### src/rtl/mem_port_arbiter.sv
// mem_port_arbiter: shares one memory port between the CPU (m0) and a loader/DMA (m1).
// Define ARB_M0_PRIORITY_EN to make m0 win every tie instead of using round-robin.
// m1 lock bursts still apply with that macro, including the forced release at LOCK_MAX.
module mem_port_arbiter #(
  parameter int AW = 32,
  parameter int DW = 32,
  parameter int LOCK_MAX = 8
) (
  input  logic          clk,
  input  logic          rst,
  input  logic          m0_req,
  input  logic          m0_we,
  input  logic [AW-1:0] m0_adr,
  input  logic [DW-1:0] m0_wdata,
  output logic          m0_ack,
  output logic [DW-1:0] m0_rdata,
  input  logic          m1_req,
  input  logic          m1_we,
  input  logic [AW-1:0] m1_adr,
  input  logic [DW-1:0] m1_wdata,
  input  logic          m1_lock,
  output logic          m1_ack,
  output logic [DW-1:0] m1_rdata,
  output logic [AW-1:0] mem_adr,
  output logic [DW-1:0] mem_wdata,
  output logic          mem_we,
  input  logic [DW-1:0] mem_rdata,
  output logic [1:0]    owner
);
  localparam int CW = $clog2(LOCK_MAX + 1);
  typedef enum logic [1:0] {IDLE, ACCESS, RESP} state_t;
  state_t state, state_nx;
  logic sel, last_owner, tie_m1, force_m0, grant_m1, access, sel_we;
  logic [CW-1:0] lock_cnt;
`ifdef ARB_M0_PRIORITY_EN
  assign tie_m1 = 1'b0;
`else
  assign tie_m1 = !last_owner;
`endif
  // state register; reset returns to IDLE and drops any pending ack
  always_ff @(posedge clk) state <= !rst ? IDLE : state_nx;
  // next state: requests only matter in IDLE, every transaction is ACCESS then RESP
  always_comb state_nx = state == IDLE ? ((m0_req || m1_req) ? ACCESS : IDLE) : state == ACCESS ? RESP : IDLE;
  // arbitration: a saturated lock yields to a waiting m0, an active lock keeps m1, else round-robin
  always_comb begin
    force_m0 = m0_req && lock_cnt == CW'(LOCK_MAX);
    grant_m1 = m1_req && !force_m0 && (lock_cnt != '0 || !m0_req || tie_m1);
  end
  // grant bookkeeping and read-data capture at the closing edge of ACCESS
  always_ff @(posedge clk) begin
    if (!rst) begin
      sel <= 1'b0;
      last_owner <= 1'b1;
      lock_cnt <= '0;
      m0_rdata <= '0;
      m1_rdata <= '0;
    end else begin
      if (state == IDLE && state_nx == ACCESS) begin
        sel <= grant_m1;
        last_owner <= grant_m1;
        lock_cnt <= grant_m1 && m1_lock ? (lock_cnt == CW'(LOCK_MAX) ? lock_cnt : lock_cnt + CW'(1)) : '0;
      end
      if (access && !sel_we && !sel) m0_rdata <= mem_rdata;
      if (access && !sel_we && sel) m1_rdata <= mem_rdata;
    end
  end
  // memory port, owner and ack outputs; writes and acks are suppressed while reset is held
  always_comb begin
    access = state == ACCESS;
    sel_we = sel ? m1_we : m0_we;
    mem_adr = access ? (sel ? m1_adr : m0_adr) : '0;
    mem_wdata = access ? (sel ? m1_wdata : m0_wdata) : '0;
    mem_we = access && rst && sel_we;
    owner = access ? {sel, !sel} : 2'b00;
    m0_ack = state == RESP && !sel && rst;
    m1_ack = state == RESP && sel && rst;
  end
endmodule

### config.mk
export PLATFORM = sky130hd
export DESIGN_NAME = mem_port_arbiter
export DESIGN_NICKNAME = d
export VERILOG_FILES = /design/src/rtl/mem_port_arbiter.sv
export SDC_FILE = /design/constraint.sdc
export NUM_CORES = 1
export LEC_CHECK = 0
export BUFFER_PORTS_ARGS = -buffer_cell sky130_fd_sc_hd__buf_2
export CAP_MARGIN = 20
export CORE_AREA = 2 2 115 117
export CTS_CLUSTER_SIZE = 16
export DETAILED_ROUTE_END_ITERATION = 6
export DIE_AREA = 0 0 117 119
export GPL_TIMING_DRIVEN = 0
export PLACE_DENSITY = 0.62
export SYNTH_ARGS = -nofsm -noshare
export SYNTH_HDL_FRONTEND = slang
export SYNTH_SLANG_ARGS = --single-unit
### constraint.sdc
create_clock -name clk -period 1.7 [get_ports clk]
set_input_delay 0.085 -clock clk [delete_from_list [all_inputs] [get_ports clk]]
set_output_delay 0.085 -clock clk [all_outputs]
set_load 0.02 [all_outputs]
==> results.md, run 1 <==
* H-tree levels at 3
* Hold_sp: mem_rdata[15]
* Count of flip-flops with a built-in enable after synthesis at 0
* Flops & latches, synth at about 70
* Logic pwr share at between 20% and 30%
* Final worst-path cycle share at a little over nine tenths
* Sink Count at 72
* Drt drc at 0
* Switching share of power at approximately 28%
* Placed cells at 951
* Die extent in y at 119 um
* Internal power at around 0.0035 W
* Critical path capture point type: primary output
* Seq pwr share at 36.0%
* Clk network pwr share at 40.2%
* Status: complete, no violations
* Die footprint at between 0.01 and 0.015 mm^2
* Fin. Hold Viols at 0
* Mapped cell area at about 0.0036 mm^2
* Crit Path Max Fanout at 10
* First-pass GRT wire length at 21,770 um
* Fillers at about 1.4k
* Post-Synth Adder-Cell Area at less than 1%
* WL/cell at about 15 um
* Overall Power at between 0.004 and 0.005 W
* Max Cap Violations at 0
* Yosys warning count at 0
* Clk pin slew, worst setup/hold paths at 0.06 ns
* Top cells by area, synth: dfxtp_1, mux2i_1, nand2_1
* Cell variety after synth at 30
* Pins over their slew limit at 0
* Post-Route WL at between 10,000 and 15,000 um
* Final core occ at approximately 46%
* DRT Pass-1 Iters at 4
* Port Buffers at just under 300
* Antenna cells at 0
* Top post-synthesis cells by count: nand2_1, dfxtp_1, nor2_1
* Layout cells sized above 1 at 44.72%
* Syn avg cell area at ~7.6 um^2
* Core area at between 0.01 and 0.015 mm^2
* Fmax at between 0.6 and 0.7 GHz
* Simple-Gate Fraction of Synth Area at 23.86%
* Count leader, synth: nand2_1
* Row count at 42
* Final GP Congestion at 0.8518
* Fin cells at 981
* Met3 WL at ~1100 um
* Async SR Flop Fraction at 0%
* Post-Synth XOR/XNOR Area at 0%
* Io pins at 300
* Mapped Cells at ~480
* Pleak at 2.883 nW
* RSZ-0062 raised after global routing: true
* Post-route antenna net violation count at 0
* Maximum VDD drop at ~0.45 mV
* Worst r2r src: lock_cnt[1]
* Synth area leader: dfxtp_1
* Clock Skews at 0.003590 ns
* Tmin final at roughly 1.6 ns
* HP Class: input port to flop
* Max clock buf depth at 2
* Largest family of logic cells by synthesized area: simple AND/OR/NAND/NOR gates
* Synth top area share at 39.72%
* Area occupied by multi-input gates at 0.001998 mm^2
* Later-pin clock latency in the skew report at ~0.32 ns
* Vias in the first global route at ~4.1k
* Multiplexer share of the synthesized area at approximately 18%
* Slew headroom at roughly 64%
* CTS buffer count at 9
* Area Overhead vs Synth at 64.24%
* Via density per instance at roughly 4.5
* Initial antenna violation count at 1
* Final setup violation count at 0
* Die W at around 120 um
* Net Count, Synth at between 600 and 700
* DR vias at 4,400
* Hpwl dp at around 12,000 um
* Final nets at 969
* CP Launch Point: sel
* All-Layer GR Usage at between 20 and 25%
* Met1 WL at around 5600 um
* Initial core utilization at between 20% and 30%
* Initial DRC count at ~240
* CTS tree: built
* Worst setup path class: flop to primary output
* Grt ovf at 0
* Critical Path AT at 1.53 ns
* WP data required at 1.62 ns
* Worst Tran Pin Value at roughly 0.54 ns
* CP startpoint kind: flop
* Max layer used: met5
* FF/Latch Area at between 0.001 and 0.0015 mm^2
* Largest net degree at the start of global routing at 12
* Post-synthesis sequential area ratio at between 30 and 40%
* Root Driver: clkbuf_16
* Net switching power at 0.001358 W
* Dominant synthesized flop cell: dfxtp_1
* Pwr/cell area at around 820 mW/mm^2
* Met2 WL at 7747 um
* Compound-cell area share of the yosys netlist at between 10 and 15%
-- layout by cell type (no fill, tap or decap), types with 9 or more instances in the layout --
cell and n:
mux2i_1 62, buf_2 295, dlygate4sd3_1 14, buf_6 11, nand2_1 136, nor2_1 63
dfxtp_1 70, buf_4 13, clkbuf_1 9, clkbuf_16 9, a21oi_1 66
-- critical path, cell delays in order (launching register included) --
cell and delay, ns:
dfxtp_1 0.32, buf_6 0.15, buf_4 0.24, mux2i_1 0.26, nor2_1 0.06, buf_2 0.17
-- routing by layer --
metal | track usage [%] | vias up
met5 | 0 | -
met4 | 6.397 | 2
met3 | 5.598 | 20
met2 | 36.99 | 160
met1 | 22.80 | 1995
li1 | - | 2223
-- stage by stage --
stage | TNS [ns] | setup slack (ns) | area [um^2] | hold WS, ns
detailed placement | -0.8766 | -0.05469 | 5340 | 0.3435
floorplan | 0 | 0.2682 | 3628 | 0.2210
global placement | -0.4662 | -0.03488 | 5340 | 0.3415
finish | 0 | 0.08731 | 5959 | 0.01075
CTS | -0.05540 | -0.01902 | 5852 | 0.0009850
global route | -0.0001474 | -0.0001474 | 5959 | 0.006903
-- cell type report --
class / instances / area share [%]
well taps: 176 / 3.695
flip-flops and latches: 72 / 24.23
clock buffers: 14 / 4.766
repair buffers: 312 / 27.84
inverters: 4 / 0.2519
plain buffers: 38 / 5.102
multi-input cells: 363 / 33.53
clock inverters: 2 / 0.5879
-- power groups by stage --
| stage | combinational (W) | clock [W] | sequential (W) |
|---|---|---|---|
| after floorplan | 0.000564 | 0 | 0.00184 |
| after global routing | 0.00126 | 0.00210 | 0.00177 |
| final | 0.00116 | 0.00197 | 0.00176 |
| after detailed placement | 0.00108 | 0 | 0.00180 |
| after CTS | 0.00113 | 0.00201 | 0.00176 |
| after global placement | 0.00108 | 0 | 0.00180 |
-- logic make-up (layout without fill, tap and decap cells) --
group | after synthesis | count (layout)
and+or+nand+nor | 219 | 219
buffers and inverters | 42 | 370
adders and majority gates | 2 | 2
DFF | 72 | 72
muxes | 65 | 65
AOI/OAI and AO/OA | 77 | 77
-- sequential cells by signal, summed over array words and instances (netlist names) --
name / cells
sel: 1
lock_cnt: 4
m1_rdata: 32
state: 2
last_owner: 1
m0_rdata: 32
-- repair_timing --
| item | 4_1_cts | 5_1_grt |
|---|---|---|
| hold buffers | 14 | 0 |
| resized for setup | 20 | 40 |
| hold endpoints to repair | 18 | 0 |
| buffers inserted | 0 | 0 |
| setup endpoints to repair | 97 | 92 |
| pin swaps | 0 | 0 |
-- worst paths after layout --
check | to | slack (ns) | cells after the start
worst min-delay path | m1_rdata[15] | 0.01 | 3
worst max register to register | lock_cnt[0] | 0.11 | 6
worst min register to register | m0_rdata[26] | 0.45 | 2
worst max-delay path | mem_adr[21] | 0.09 | 5
No activity file was read; power rests on OpenSTA's default activity.
==> run 2, diff against run 1 <==
==> constraint.sdc (replaced) <==
create_clock -name clk -period 1.7 [get_ports clk]
set_input_delay 0.34 -clock clk [delete_from_list [all_inputs] [get_ports clk]]
set_output_delay 0.34 -clock clk [all_outputs]
set_load 0.02 [all_outputs]
==> run 2 against run 1 <==
- the run now ends with negative setup slack left
- final cell count is 0.10% lower
- sequential share of layout area is 0.77 points lower
- non-clock buffer count down 4
- register-to-register slack worse by 0.04 ns
- core utilization is 1.7 points higher
- clock power decreased by 5%
- combinational power grew 10%
- critical path depth increased by 1
- sequential cell count stayed put
- clock skew grew 0.00060 ns
- via count decreased by 0.34%
- setup slack lost 0.24 ns
- largest cell class unchanged
- largest power group unchanged
==> results.md, run 2 (synthesis gave the netlist of run 1 again) <==
* Slew headroom at 59.93% (was 63.92%)
* Pleak at 2.932 nW (was 2.883 nW)
* DR vias at 4,385 (was 4,400)
* Pins over their slew limit at 0 (unchanged)
* Core area at 0.01287 mm^2 (unchanged)
* Family with the most delay on the worst path: buffers and inverters (unchanged)
* Grt ovf at 0 (unchanged)
* Cells along the critical path: buf_6, buf_12, buf_4, mux2i_2, nor2_1, buf_2 (was buf_6, buf_4, mux2i_1, nor2_1, buf_2)
* Initial DRC count at 185 (was 244)
* Fillers at 1,369 (was 1,364)
* Worst Tran Pin Value at 0.6010 ns (was 0.5412 ns)
* Later-pin clock latency in the skew report at 0.33 ns (was 0.32 ns)
* Tmin final at 1.848 ns (was 1.613 ns)
* Critical path's largest stage delay at 0.32 ns (about the same)
* Worst setup path class: flop to primary output (unchanged)
* Clock Skews at 0.004192 ns (was 0.003590 ns)
* Most frequent cells in the layout: buf_2, nand2_1, dfxtp_1, a21oi_1, mux2i_1 (was buf_2, nand2_1, dfxtp_1, a21oi_1, nor2_1)
* Sink Count at 72 (unchanged)
* CP Launch Point: sel (unchanged)
* HP Class: input port to flop (unchanged)
* Final worst-path cycle share at 108.7% (was 94.86%)
* Io pins at 300 (unchanged)
* Fin. Hold Viols at 0 (unchanged)
* Max clock buf depth at 2 (unchanged)
* DRT Pass-1 Iters at 4 (unchanged)
* Final setup violation count at 66 (was 0)
* CP startpoint kind: flop (unchanged)
* Maximum VDD drop at 0.3984 mV (was 0.4509 mV)
* First-pass GRT wire length at 21,760 um (was 21,770 um)
* Largest net degree at the start of global routing at 12 (unchanged)
* CTS tree: built (unchanged)
* Setup TNS at -5.284 ns (was 0 ns)
* RSZ-0062 raised after global routing: true (unchanged)
* Root Driver: clkbuf_16 (unchanged)
* Critical Path AT at 1.51 ns (was 1.53 ns)
* FF/Latch Area at 0.001449 mm^2 (was 0.001444 mm^2)
* Hpwl dp at 12,060 um (was 12,020 um)
* Max Cap Violations at 0 (unchanged)
* Clk pin slew, worst setup/hold paths at 0.05 ns (was 0.06 ns)
* Vias in the first global route at 4,090 (was 4,109)
* Final nets at 965 (was 969)
* Post-Route WL at 14,780 um (was 14,720 um)
* Failing checks: negative setup slack
* Layout cells sized above 1 at 48.56% (was 44.72%)
* All-Layer GR Usage at 20.39% (was 20.43%)
* Fmax at 0.5411 GHz (was 0.6201 GHz)
* Final instance area at 0.006177 mm^2 (was 0.005959 mm^2)
* Die footprint at 0.01392 mm^2 (unchanged)
* Final worst slack at -0.1480 ns (was 0.08731 ns)
* Initial antenna violation count at 5 (was 1)
* Die extent in y at 119 um (unchanged)
* Most common cell after layout, fill and taps aside: buf_2 (unchanged)
* Die W at 117 um (unchanged)
* Drt drc at 0 (unchanged)
* WL/cell at 15.08 um (was 15.01 um)
* Area occupied by multi-input gates at 0.002110 mm^2 (was 0.001998 mm^2)
* Pwr/cell area at 796.8 mW/mm^2 (was 821.5 mW/mm^2)
* Row count at 42 (unchanged)
* Worst path bufs/invs at 4 (was 3)
* WP data required at 1.36 ns (was 1.62 ns)
* Status: complete, but fails checks (was complete, no violations)
* Initial core utilization at 28.18% (unchanged)
* DP Area at 0.005345 mm^2 (was 0.005340 mm^2)
* Port Buffers at 298 (unchanged)
* Final core occ at 47.98% (was 46.29%)
* Via density per instance at 4.474 (was 4.485)
* Post-route antenna net violation count at 0 (unchanged)
* CTS buffer count at 9 (unchanged)
* Worst r2r src: sel (was lock_cnt[1])
* Final GP Congestion at 0.8374 (was 0.8518)
* Slowest stage cell on the critical path: dfxtp_2 (was dfxtp_1)
* Crit Path Max Fanout at 7 (was 10)
* Critical path capture point type: primary output (unchanged)
* Area Overhead vs Synth at 70.24% (was 64.24%)
* H-tree levels at 3 (unchanged)
* Hold_sp: mem_rdata[24] (was mem_rdata[15])
* Biggest regs: m0_rdata: 32 flops, m1_rdata: 32 flops, lock_cnt: 4 flops (unchanged)
-- run 2: changes by cell type in the layout (fill, tap and decap cells not counted), sizes merged --
cell,delta
diode,+3
buf,+9
dlygate4sd3,-14
clkinv,+1
-- run 2: cell type report --
| type | instances | area share (%) |
|---|---|---|
| inverters | 4 | 0.2431 |
| repair buffers | 309 | 27.95 |
| plain buffers | 37 | 5.651 |
| clock inverters | 3 | 0.6482 |
| flip-flops and latches | 72 | 23.46 |
| multi-input cells | 363 | 34.15 |
| well taps | 176 | 3.565 |
| clock buffers | 13 | 4.213 |
| diodes | 3 | 0.1215 |
-- run 2: final timing paths --
kind,to,slack (ns),cells after the start
max reg2reg,m1_rdata[14],0.07,8
min reg2reg,m0_rdata[12],0.45,2
max,mem_adr[0],-0.15,6
min,m0_rdata[24],0.26,3
-- run 2: metrics by stage --
stage	hold slack, ns	cells	setup slack, ns	power, W
2_1_floorplan	0.4422	477	0.06870	0.002408
3_5_place_dp	0.4430	951	-0.2949	0.002875
3_3_place_gp	0.4389	951	-0.2856	0.002869
6_report	0.2563	980	-0.1480	0.004922
4_1_cts	0.2460	974	-0.1354	0.004897
5_1_grt	0.2517	978	-0.2111	0.005158
-- run 2: timing repair --
action                     in CTS  in global routing
resized for setup              86                 40
setup endpoints to repair      69                132
buffers inserted                6                  3
pin swaps                       1                  5
cloned                          1                  1
hold buffers                    0                  0
-- run 2: power breakdown --
| group | switching (W) | total, W | leakage (nW) | internal, W |
|---|---|---|---|---|
| registers | 0.0000279 | 0.00177 | 0.585 | 0.00174 |
| logic | 0.000697 | 0.00128 | 2.20 | 0.000583 |
| clock network | 0.000666 | 0.00188 | 0.150 | 0.00121 |
-- run 2: worst register-to-register path, delay by kind of cell (launching register included) --
kind	cells	cell delay, ns
simple gates	2	0.43
buf+inv	5	0.68
compound gates	1	0.06
flops	1	0.32
-- run 2: metal layers --
metal / part of all wire (%) / vias up / track usage (%)
met5: 0.088 / - / 0
met2: 51 / 182 / 36.09
li1: - / 2220 / -
met4: 2.0 / 2 / 5.882
met3: 8.4 / 21 / 7.532
met1: 38 / 1960 / 22.52
